`src/rtl/seq_detector_1101.sv`:
```
// Serial 1101 detector with overlap: Moore FSM, detect rises on the edge sampling the 4th bit.
// Saturating 4-bit match counter with synchronous clear; en low freezes FSM and counter.
module seq_detector_1101 (
   input  logic       clk,
   input  logic       rst,
   input  logic       din,
   input  logic       en,
   input  logic       clr,
   output logic       detect,
   output logic [3:0] count,
   output logic [2:0] state
);

   typedef enum logic [2:0] {
      IDLE  = 3'b000,
      S1    = 3'b001,
      S11   = 3'b010,
      S110  = 3'b011,
      MATCH = 3'b100
   } state_e;

   state_e     state_q, state_d;
   logic [3:0] count_q, count_d;
   logic       inc_match;

   always_ff @(posedge clk) begin
      if (!rst) begin
         state_q <= IDLE;
         count_q <= 4'd0;
      end else begin
         state_q <= state_d;
         count_q <= count_d;
      end
   end

   always_comb begin
      state_d = state_q;
      case (state_q)
         IDLE:    if (en) state_d = din ? S1    : IDLE;
         S1:      if (en) state_d = din ? S11   : IDLE;
         S11:     if (en) state_d = din ? S11   : S110;
         S110:    if (en) state_d = din ? MATCH : IDLE;
         MATCH:   if (en) state_d = din ? S11   : IDLE;
         // unused encodings recover to IDLE even while en is low
         default: state_d = IDLE;
      endcase
   end

   always_comb begin
      count_d   = count_q;
      inc_match = en && (state_d == MATCH) && (state_q != MATCH);
      if (clr) begin
         count_d = 4'd0;
      end else if (inc_match && (count_q != 4'hF)) begin
         count_d = count_q + 4'd1;
      end
   end

   assign detect = (state_q == MATCH);
   assign count  = count_q;
   assign state  = state_q;

endmodule

```
`config.mk`:
```
export PLATFORM = sky130hd
export DESIGN_NAME = seq_detector_1101
export DESIGN_NICKNAME = d
export VERILOG_FILES = /design/src/rtl/seq_detector_1101.sv
export SDC_FILE = /design/constraint.sdc
export NUM_CORES = 1
export LEC_CHECK = 0
export CAP_MARGIN = 20
export CORE_AREA = 4 4 41 43
export CTS_BUF_LIST = sky130_fd_sc_hd__clkbuf_2
export DETAILED_ROUTE_END_ITERATION = 12
export DIE_AREA = 0 0 45 47
export DONT_BUFFER_PORTS = 1
export PLACE_DENSITY = 0.57
export SLEW_MARGIN = 20
export SYNTH_ARGS = -nofsm -noshare
export SYNTH_HDL_FRONTEND = slang
export SYNTH_SLANG_ARGS = --single-unit
```
`constraint.sdc`:
```
create_clock -name clk -period 1.3 [get_ports clk]
set_input_delay 0.195 -clock clk [delete_from_list [all_inputs] [get_ports clk]]
set_output_delay 0.195 -clock clk [all_outputs]
set_load 0.005 [all_outputs]
```
After elaboration in Yosys (flattened, before gate mapping)
Index checks and enable logic that the tools add are counted.
{ "word_totals": {"output_inout_bits": 8, "in_bits": 5, "regBits": 7, "word_cells": 26} }
{ "classes": {"bitwise": 1, "mux": 9, "add_sub_neg": 1, "n_reduce_logical": 6, "n_eq_ne": 7} }
{ "op_table": {"columns": ["op", "n"], "rows": [
  ["$mux W3", 5],
  ["$pmux W3 S4", 1],
  ["$eq A3 B2 Y1 const B", 2],
  ["$eq A3 B3 Y1 const B", 2],
  ["$add A4 B1 Y4 const B", 1],
  ["$ne A4 B4 Y1 const B", 1],
  ["$reduce_or A2 Y1", 2],
  ["$eq A3 B1 Y1 const B", 1],
  ["$logic_and A1 B1 Y1", 3],
  ["$logic_not A3 Y1", 1],
  ["$ne A3 B3 Y1 const B", 1],
  ["$mux W1", 2],
  ["$mux W2", 1],
  ["$not A1 Y1", 1]
]} }

Logic depth before layout (Yosys ltp)
Gate-level depths: netlist (run 1).
{ "logic_depth": {"ltp_word": 7, "ltp_mapped": 4, "depth_no_buf": 4} }

Worst setup path after synthesis (run 1)
OpenSTA, ideal clock, no wires.
{ "synth_timing": {"kind": "register to register", "start": "register count_q[0] (netlist: count[0])", "end": "register count_q[0] (netlist: count[0])", "arrival_ps": 1265, "synth_period_minus_slack_ps": 1335, "t_required_ps": 1230, "path_buffers": 0, "setup_slack_ps": -35, "path_stages_with_launch": 5, "setup_time_ps": 70, "cell_sequence": "dfxtp_1 > ha_1 > and3_1 > or4_1 > a21oi_1"} }
{ "synth_via": {"elab_chain_cells": 2, "elab_cells_between_ends": 3, "cone_classes": "add/sub (1); eq/ne (1); reduce/logical (1)"} }
{ "synth_lines": {"columns": ["item", "line", "text"], "rows": [
  ["start: declaration", "23", "logic [3:0] count_q, count_d;"],
  ["start signal: assignment", "32", "count_q <= count_d;"],
  ["parallel branches: the longest is 2 deep, another holds $add A4 B1 Y4", null, null]
]} }
Parallel ways; which one is timed is not known.
A chain may end at the register's enable or synchronous reset.

Worst setup path in the final report (run 1)
{ "layout_timing": {"start": "register count_q[1] (netlist: count[1])", "end": "register count_q[0] (netlist: count[0])"} }
{ "layout_via": {"elab_chain_cells": 2} }
{ "layout_lines": {"columns": ["item", "line", "text"], "rows": [
  ["$ne A4 B4 Y1", "54", "end else if (inc_match && (count_q != 4'hF)) begin"],
  ["$logic_and A1 B1 Y1", "54", null]
]} }
Every way passes these cells.

==> summary.md, run 1 <==
| Metric | Value |
|---|---|
| Primary FF master, synth | dfxtp_1 |
| Asr flop ratio synth | 0% |
| Initial antenna violation count | 0 |
| Fin cells | 71 |
| Largest net degree at the start of global routing | 8 |
| Pleak | 0.214 nW |
| Final ANT Viol Nets | 0 |
| Post-synth net total | just under 50 |
| # IOs | 13 |
| Placement Cell Area | 474 um^2 |
| PD cells | between 800 and 900 nW/um^2 |
| CP startpoint kind | flip-flop |
| CP Capture Type | flip-flop |
| Reg2reg setup slack | 0.03 ns |
| Initial core utilization | 30.2% |
| Reg-to-reg endpoint | count[0] |
| Clock slew at reported path FFs | around 0.080 ns |
| Max-slew violation count | 0 |
| Starting DRT DRC Count | 6 |
| Final worst path period share | 98.1% |
| DIE AREA | 2120 um^2 |
| Critical path class | reg2reg |
| Die X | 45 um |
| Met1 usage | 11.6% |
| Final setup margin | 0.0250 ns |
| IO Port Bufs | 0 |
| Synth unique cells | 27 |
| Avg Cell Area, Syn | 9.14 um^2 |
| WHS Endpoint | state[2] |
| Clock sink count | 7 |
| GRT Residual Overflow | 0 |
| Worst slack, placed | 0.0213 ns |
| Max_cap viols | 0 |
| Worst hold path depth | 1 |
| Crit path required time | 1.48 ns |
| Vias per cell | 5.73 |
| Clock skew | ~0.0024 ns |
| Crit Path Max Fanout | 2 |
| Most common library cells after synthesis | dfxtp_1 (7), a21oi_1 (3), and2b_1 (3), and3_1 (3) |
| Top cells by area, synth | dfxtp_1 (36%), and2b_1 (5.7%), and3_1 (4.8%) |
| Hold Crit Start | rst |
| Worst min-delay path class | in2reg |
| Fraction of layout cells with a size suffix above 1 | 39.3% |
| Gr busiest metal | met2 |
| Vias in the first global route | 382 |
| Worst Path Arrival | between 1 and 1.5 ns |
| First-pass GRT wire length | 1730 um |
| Top-area cell type share of the netlist area | 35.7% |
| Met2 usage | 19.5% |
| Pre-antenna DRT Iters | 4 |
| Core area | 1300 um^2 |
| Die H | 47 um |
| Register area share after synthesis | 35.7% |
| Syn Inst Count | 43 |
| Period minus WS final | about 1.3 ns |
| Post-synth EDFFs | 0 |
| Via count | approximately 400 |
| H-tree depth | 1 |
| CTS tree | yes |
| GP Congestion | roughly 0.66 |
| Yosys Warn Count | 0 |
| TritonCTS Buffers | 3 |
| Met3 Resource Use GR | under 10% |
| WL/cell | 14.0 um |
| Synth area leader | dfxtp_1 |
| Layout Nets | 63 |
| Status | complete, no violations |
| Clock Path Buffers | 2 |
| Worst-margin pin slew | 0.241 ns |
| Drt drc | 0 |
| Num rows | 13 |
| Reg-to-reg startpoint | count[1] |
| Placed cells | 66 |
| Setup-failing EPs final | 0 |
| Area grow syn2layout | 32.5% |
| Post-CTS Hold Buffers | 0 |
| Slew headroom | 83.9% |
| Antenna fix cells | 0 |
| Post-Syn Area | 393 um^2 |
| Top-count cell post-synth | dfxtp_1 |
| Synth Register Bits | 7 |
| Root buf cell | clkbuf_2 |
| DPL Wire Length | 750 um |
| Skew-Pair Late Insertion Delay | between 0.2 and 0.25 ns |
| Hold Violations, Final | 0 |
| Max Freq | 784 MHz |
| GRT Total Usage | 11.4% |
| Cells on worst reg2reg path | 4 |
| Drt total wl | 992 um |
| Post-route cell area | 520 um^2 |
| Max IR drop VDD | 0.423 mV |
timing repair:
item                                    4_1_cts  5_1_grt
buffers inserted                              0        1
endpoints found under the setup margin        0        1
resized for setup                             0        5
per-layer routing:
layer  part of all wire (%)  wire length [um]  vias up
li1                       -                 -      195
met1                     39               382      186
met2                     49               489       22
met3                    9.9                98        4
met4                    2.1                21        0
met5                      0                 0        -
sequential cells by signal, indices dropped and copies added (netlist names):
register,count
count,4
state,3
through the flow:
stage	total power, mW	util, %	TNS, ns	hold slack [ns]
after floorplan	0.254	-	0	0.313
after global placement	0.269	36.4	0	0.326
after detailed placement	0.269	36.4	0	0.331
after CTS	0.440	38.0	0	0.0721
after global routing	0.456	40.0	-0.00657	0.0749
final	0.432	40.0	0	0.0819
cell usage in the layout (no fill, tap or decap), drive strengths merged, types with 2 or more instances in the layout:
cell type  synthesis  routed
and2b              4       4
nor2               2       2
nand2b             3       3
dfxtp              7       7
a31oi              2       2
buf                0       9
a21oi              3       3
o31ai              2       2
and3               3       3
clkbuf             0       4
cell families (layout without fill, tap and decap cells):
family | Yosys count | count (layout) | share of synthesized area [%]
AOI/OAI and AO/OA | 12 | 12 | 20.7
xor gates and xnor gates | 1 | 1 | 2.23
adders and majority gates | 1 | 1 | 3.18
buffers and inverters | 1 | 14 | 0.954
DFF | 7 | 7 | 35.7
muxes | 1 | 1 | 2.55
and+or+nand+nor | 20 | 20 | 34.7
worst max path at each step:
stage,startpoint,to,slack (ns),cells after the start
after global routing,count[1],count[0],-0.007,4
after detailed placement,count[1],count[0],0.02,4
after floorplan,count[1],count[0],0.006,4
final,count[1],count[0],0.03,4
after CTS,count[1],count[0],0.002,4
after global placement,count[0],count[0],0.06,4
power breakdown:
group / total, mW / switching, mW / internal, mW
logic: 0.0432 / 0.0211 / 0.0221
clock network: 0.167 / 0.0855 / 0.0818
registers: 0.222 / 0.00344 / 0.218
layout make-up:
type,instances,area (um^2)
tap,15,18.8
inverter,1,3.75
multi-input combinational,35,269
clock buffer,4,20.0
fill,138,781
timing repair buffer,9,67.6
sequential,7,141
critical path, cell delays in order (launching register included):
cell	delay [ns]
dfxtp_2	0.32
ha_2	0.18
and3_4	0.18
or4_4	0.41
a21oi_2	0.12
Note: power is estimated with default switching activity, not from simulation.
==> run 2: changes to the inputs <==
PLACE_DENSITY = 0.55   (was 0.57)
clock period = 1.34 ns   (was 1.3 ns; I/O delays follow)
==> summary.md, run 2 (synthesized netlist as in run 1, its figures left out) <==
| Metric | Value |
|---|---|
| Met3 Resource Use GR | 7.66% (+3.1 points) |
| Die H | 47 um (unchanged) |
| Worst hold path depth | 1 (unchanged) |
| Cells along the critical path | ha_2 > and3_4 > or4_1 > a21oi_1 |
| Most frequent cells in the layout | dfxtp_1 (7), buf_4 (6), clkbuf_2 (4) |
| Max-slew violation count | 0 (unchanged) |
| Starting DRT DRC Count | 8 (+2) |
| Reg-to-reg startpoint | count[0] |
| Gr busiest metal | met2 |
| Cells on worst reg2reg path | 4 (unchanged) |
| Drt drc | 0 (unchanged) |
| Setup-failing EPs final | 0 (unchanged) |
| Crit Path Max Fanout | 4 (+2) |
| Reg2reg setup slack | 0.07 ns (+0.05 ns) |
| CP startpoint kind | flip-flop |
| Skew-Pair Late Insertion Delay | 0.23 ns (about the same) |
| Hold Crit Start | rst |
| Core area | 1300 um^2 (unchanged) |
| Critical path startpoint | count[0] |
| Crit path required time | 1.50 ns (+0.02 ns) |
| TritonCTS Buffers | 3 (unchanged) |
| CP Capture Type | flip-flop |
| Fraction of layout cells with a size suffix above 1 | 28.3% (-11 points) |
| Setup bufs post-CTS | 0 (unchanged) |
| Num rows | 13 (unchanged) |
| Setup TNS | 0 ns (unchanged) |
| GRT Residual Overflow | 0 (unchanged) |
| H-tree depth | 1 (unchanged) |
| CP max stage delay | 0.39 ns (-0.02 ns) |
| WHS Endpoint | state[2] |
| WL/cell | 12.8 um (-8.6%) |
| Pre-antenna DRT Iters | 4 (unchanged) |
| CP Buf/Inv Count | 0 (unchanged) |
| CP top delay family | simple AND/OR/NAND/NOR gates |
| Initial antenna violation count | 0 (unchanged) |
| CTS tree | yes |
| Worst min-delay path class | in2reg |
| GRT Total Usage | 9.98% (-1.4 points) |
| PD cells | 845 nW/um^2 (+1.8%) |
| Initial core utilization | 30.2% (unchanged) |
| Met2 usage | 12.7% (-6.8 points) |
| CP max stage cell | or4_1 |
| Period minus WS final | 1.27 ns (-0.00917 ns) |
| Critical path class | reg2reg |
| Post-route cell area | 484 um^2 (-7.0%) |
| Max reg flops | 4 (unchanged) |
| Worst Path Arrival | 1.43 ns (-0.02 ns) |
| Antenna fix cells | 0 (unchanged) |
| Via count | 370 (-9.1%) |
| Reg-to-reg endpoint | count[0] |
| Clock slew at reported path FFs | 0.07 ns (about the same) |
| Clock sink count | 7 (unchanged) |
| Max Freq | 790 MHz (+0.72%) |
| Largest net degree at the start of global routing | 8 (unchanged) |
| Final ANT Viol Nets | 0 (unchanged) |
| Hold Violations, Final | 0 (unchanged) |
| GP Congestion | 0.769 (+16%) |
| Die X | 45 um (unchanged) |
| Final worst path period share | 94.5% (-3.6 points) |
| Area grow syn2layout | 23.2% |
| Vias per cell | 5.44 (-5.1%) |
| Met1 usage | 11.9% (+0.28 points) |
| DPL Wire Length | 684 um (-8.8%) |
| Post-CTS Hold Buffers | 0 (unchanged) |
| Clock skew | 0.00634 ns (+0.00390 ns) |
| Pleak | 0.197 nW (-8.3%) |
| RSZ-0062 raised after global routing | false |
| Layout Nets | 60 (-4.8%) |
| Max IR drop VDD | 0.422 mV (-0.27%) |
| Most common cell after layout, fill and taps aside | dfxtp_1 |
| # IOs | 13 (unchanged) |
| Root buf cell | clkbuf_2 |
| Max_cap viols | 0 (unchanged) |
| Vias in the first global route | 319 (-16%) |
| IO Port Bufs | 0 (unchanged) |
| First-pass GRT wire length | 1470 um (-15%) |
| Drt total wl | 868 um (-13%) |
| Worst-margin pin slew | 0.234 ns (-0.00689 ns) |
| DIE AREA | 2120 um^2 (unchanged) |
| Status | complete, no violations |
| Clock Path Buffers | 2 (unchanged) |
| Slew headroom | 84.3% (+0.46 points) |
| Placement Cell Area | 457 um^2 (-3.7%) |
## run 2: cell types whose count changed in the layout (fill, tap and decap cells not counted)
cell	delta
dfxtp_1	+1
or4_1	+1
dfxtp_2	-1
buf_4	-3
a21oi_1	+1
or4_4	-1
o31ai_1	+1
o31ai_2	-1
a21oi_2	-1
## run 2: worst max path at each step
stage,endpoint,slack (ns),depth (start not counted)
floorplan,count[0],0.005,4
global placement,count[0],0.04,4
detailed placement,count[0],0.01,4
CTS,count[0],0.01,4
global route,count[0],0.02,4
finish,count[0],0.07,4
## run 2: metal layers
layer | wire length (um) | share of wire, % | vias to the layer above
met5 | 0 | 0 | -
met4 | 10 | 1.2 | 0
met3 | 109 | 13 | 2
met2 | 374 | 43 | 19
met1 | 374 | 43 | 166
li1 | - | - | 183
## run 2: stage by stage
stage / hold WS (ns) / utilization [%] / power [mW] / worst slack, ns / instances
floorplan: 0.319 / - / 0.247 / 0.00508 / 43
global placement: 0.324 / 35.1 / 0.258 / 0.0444 / 64
detailed placement: 0.328 / 35.1 / 0.258 / 0.0109 / 64
CTS: 0.0708 / 37.0 / 0.418 / 0.0107 / 68
global route: 0.0596 / 37.2 / 0.436 / 0.0180 / 68
finish: 0.0815 / 37.2 / 0.409 / 0.0742 / 68
## run 2: worst register-to-register path: cells and delay by family (launching register included)
kind            cells  cell delay (ns)
flops               1             0.32
fa+ha+maj           1             0.18
compound gates      1             0.13
simple gates        2             0.57
## run 2: final cells by class
type                    count  area (um^2)
flip-flops and latches      7          140
fillers                   144          817
inverters                   1         3.75
clock buffers               4         20.0
multi-input cells          35          256
well taps                  15         18.8
repair buffers              6         45.0
## run 2: what timing repair did
action                     CTS  global route
resized for setup            1             1
setup endpoints to repair    1             1
pin swaps                    0             1
## run 2: power breakdown
part	internal [mW]	switching, mW	total, mW
logic	0.0193	0.0194	0.0387
clock network	0.0793	0.0765	0.156
registers	0.212	0.00280	0.215
total	0.311	0.0987	0.409
==> run 3: changes to the inputs <==
CTS_CLUSTER_DIAMETER = 50   (was not set)
==> results of run 3 <==
Same layout as run 2: the final DEF is identical, and so are final timing and power.
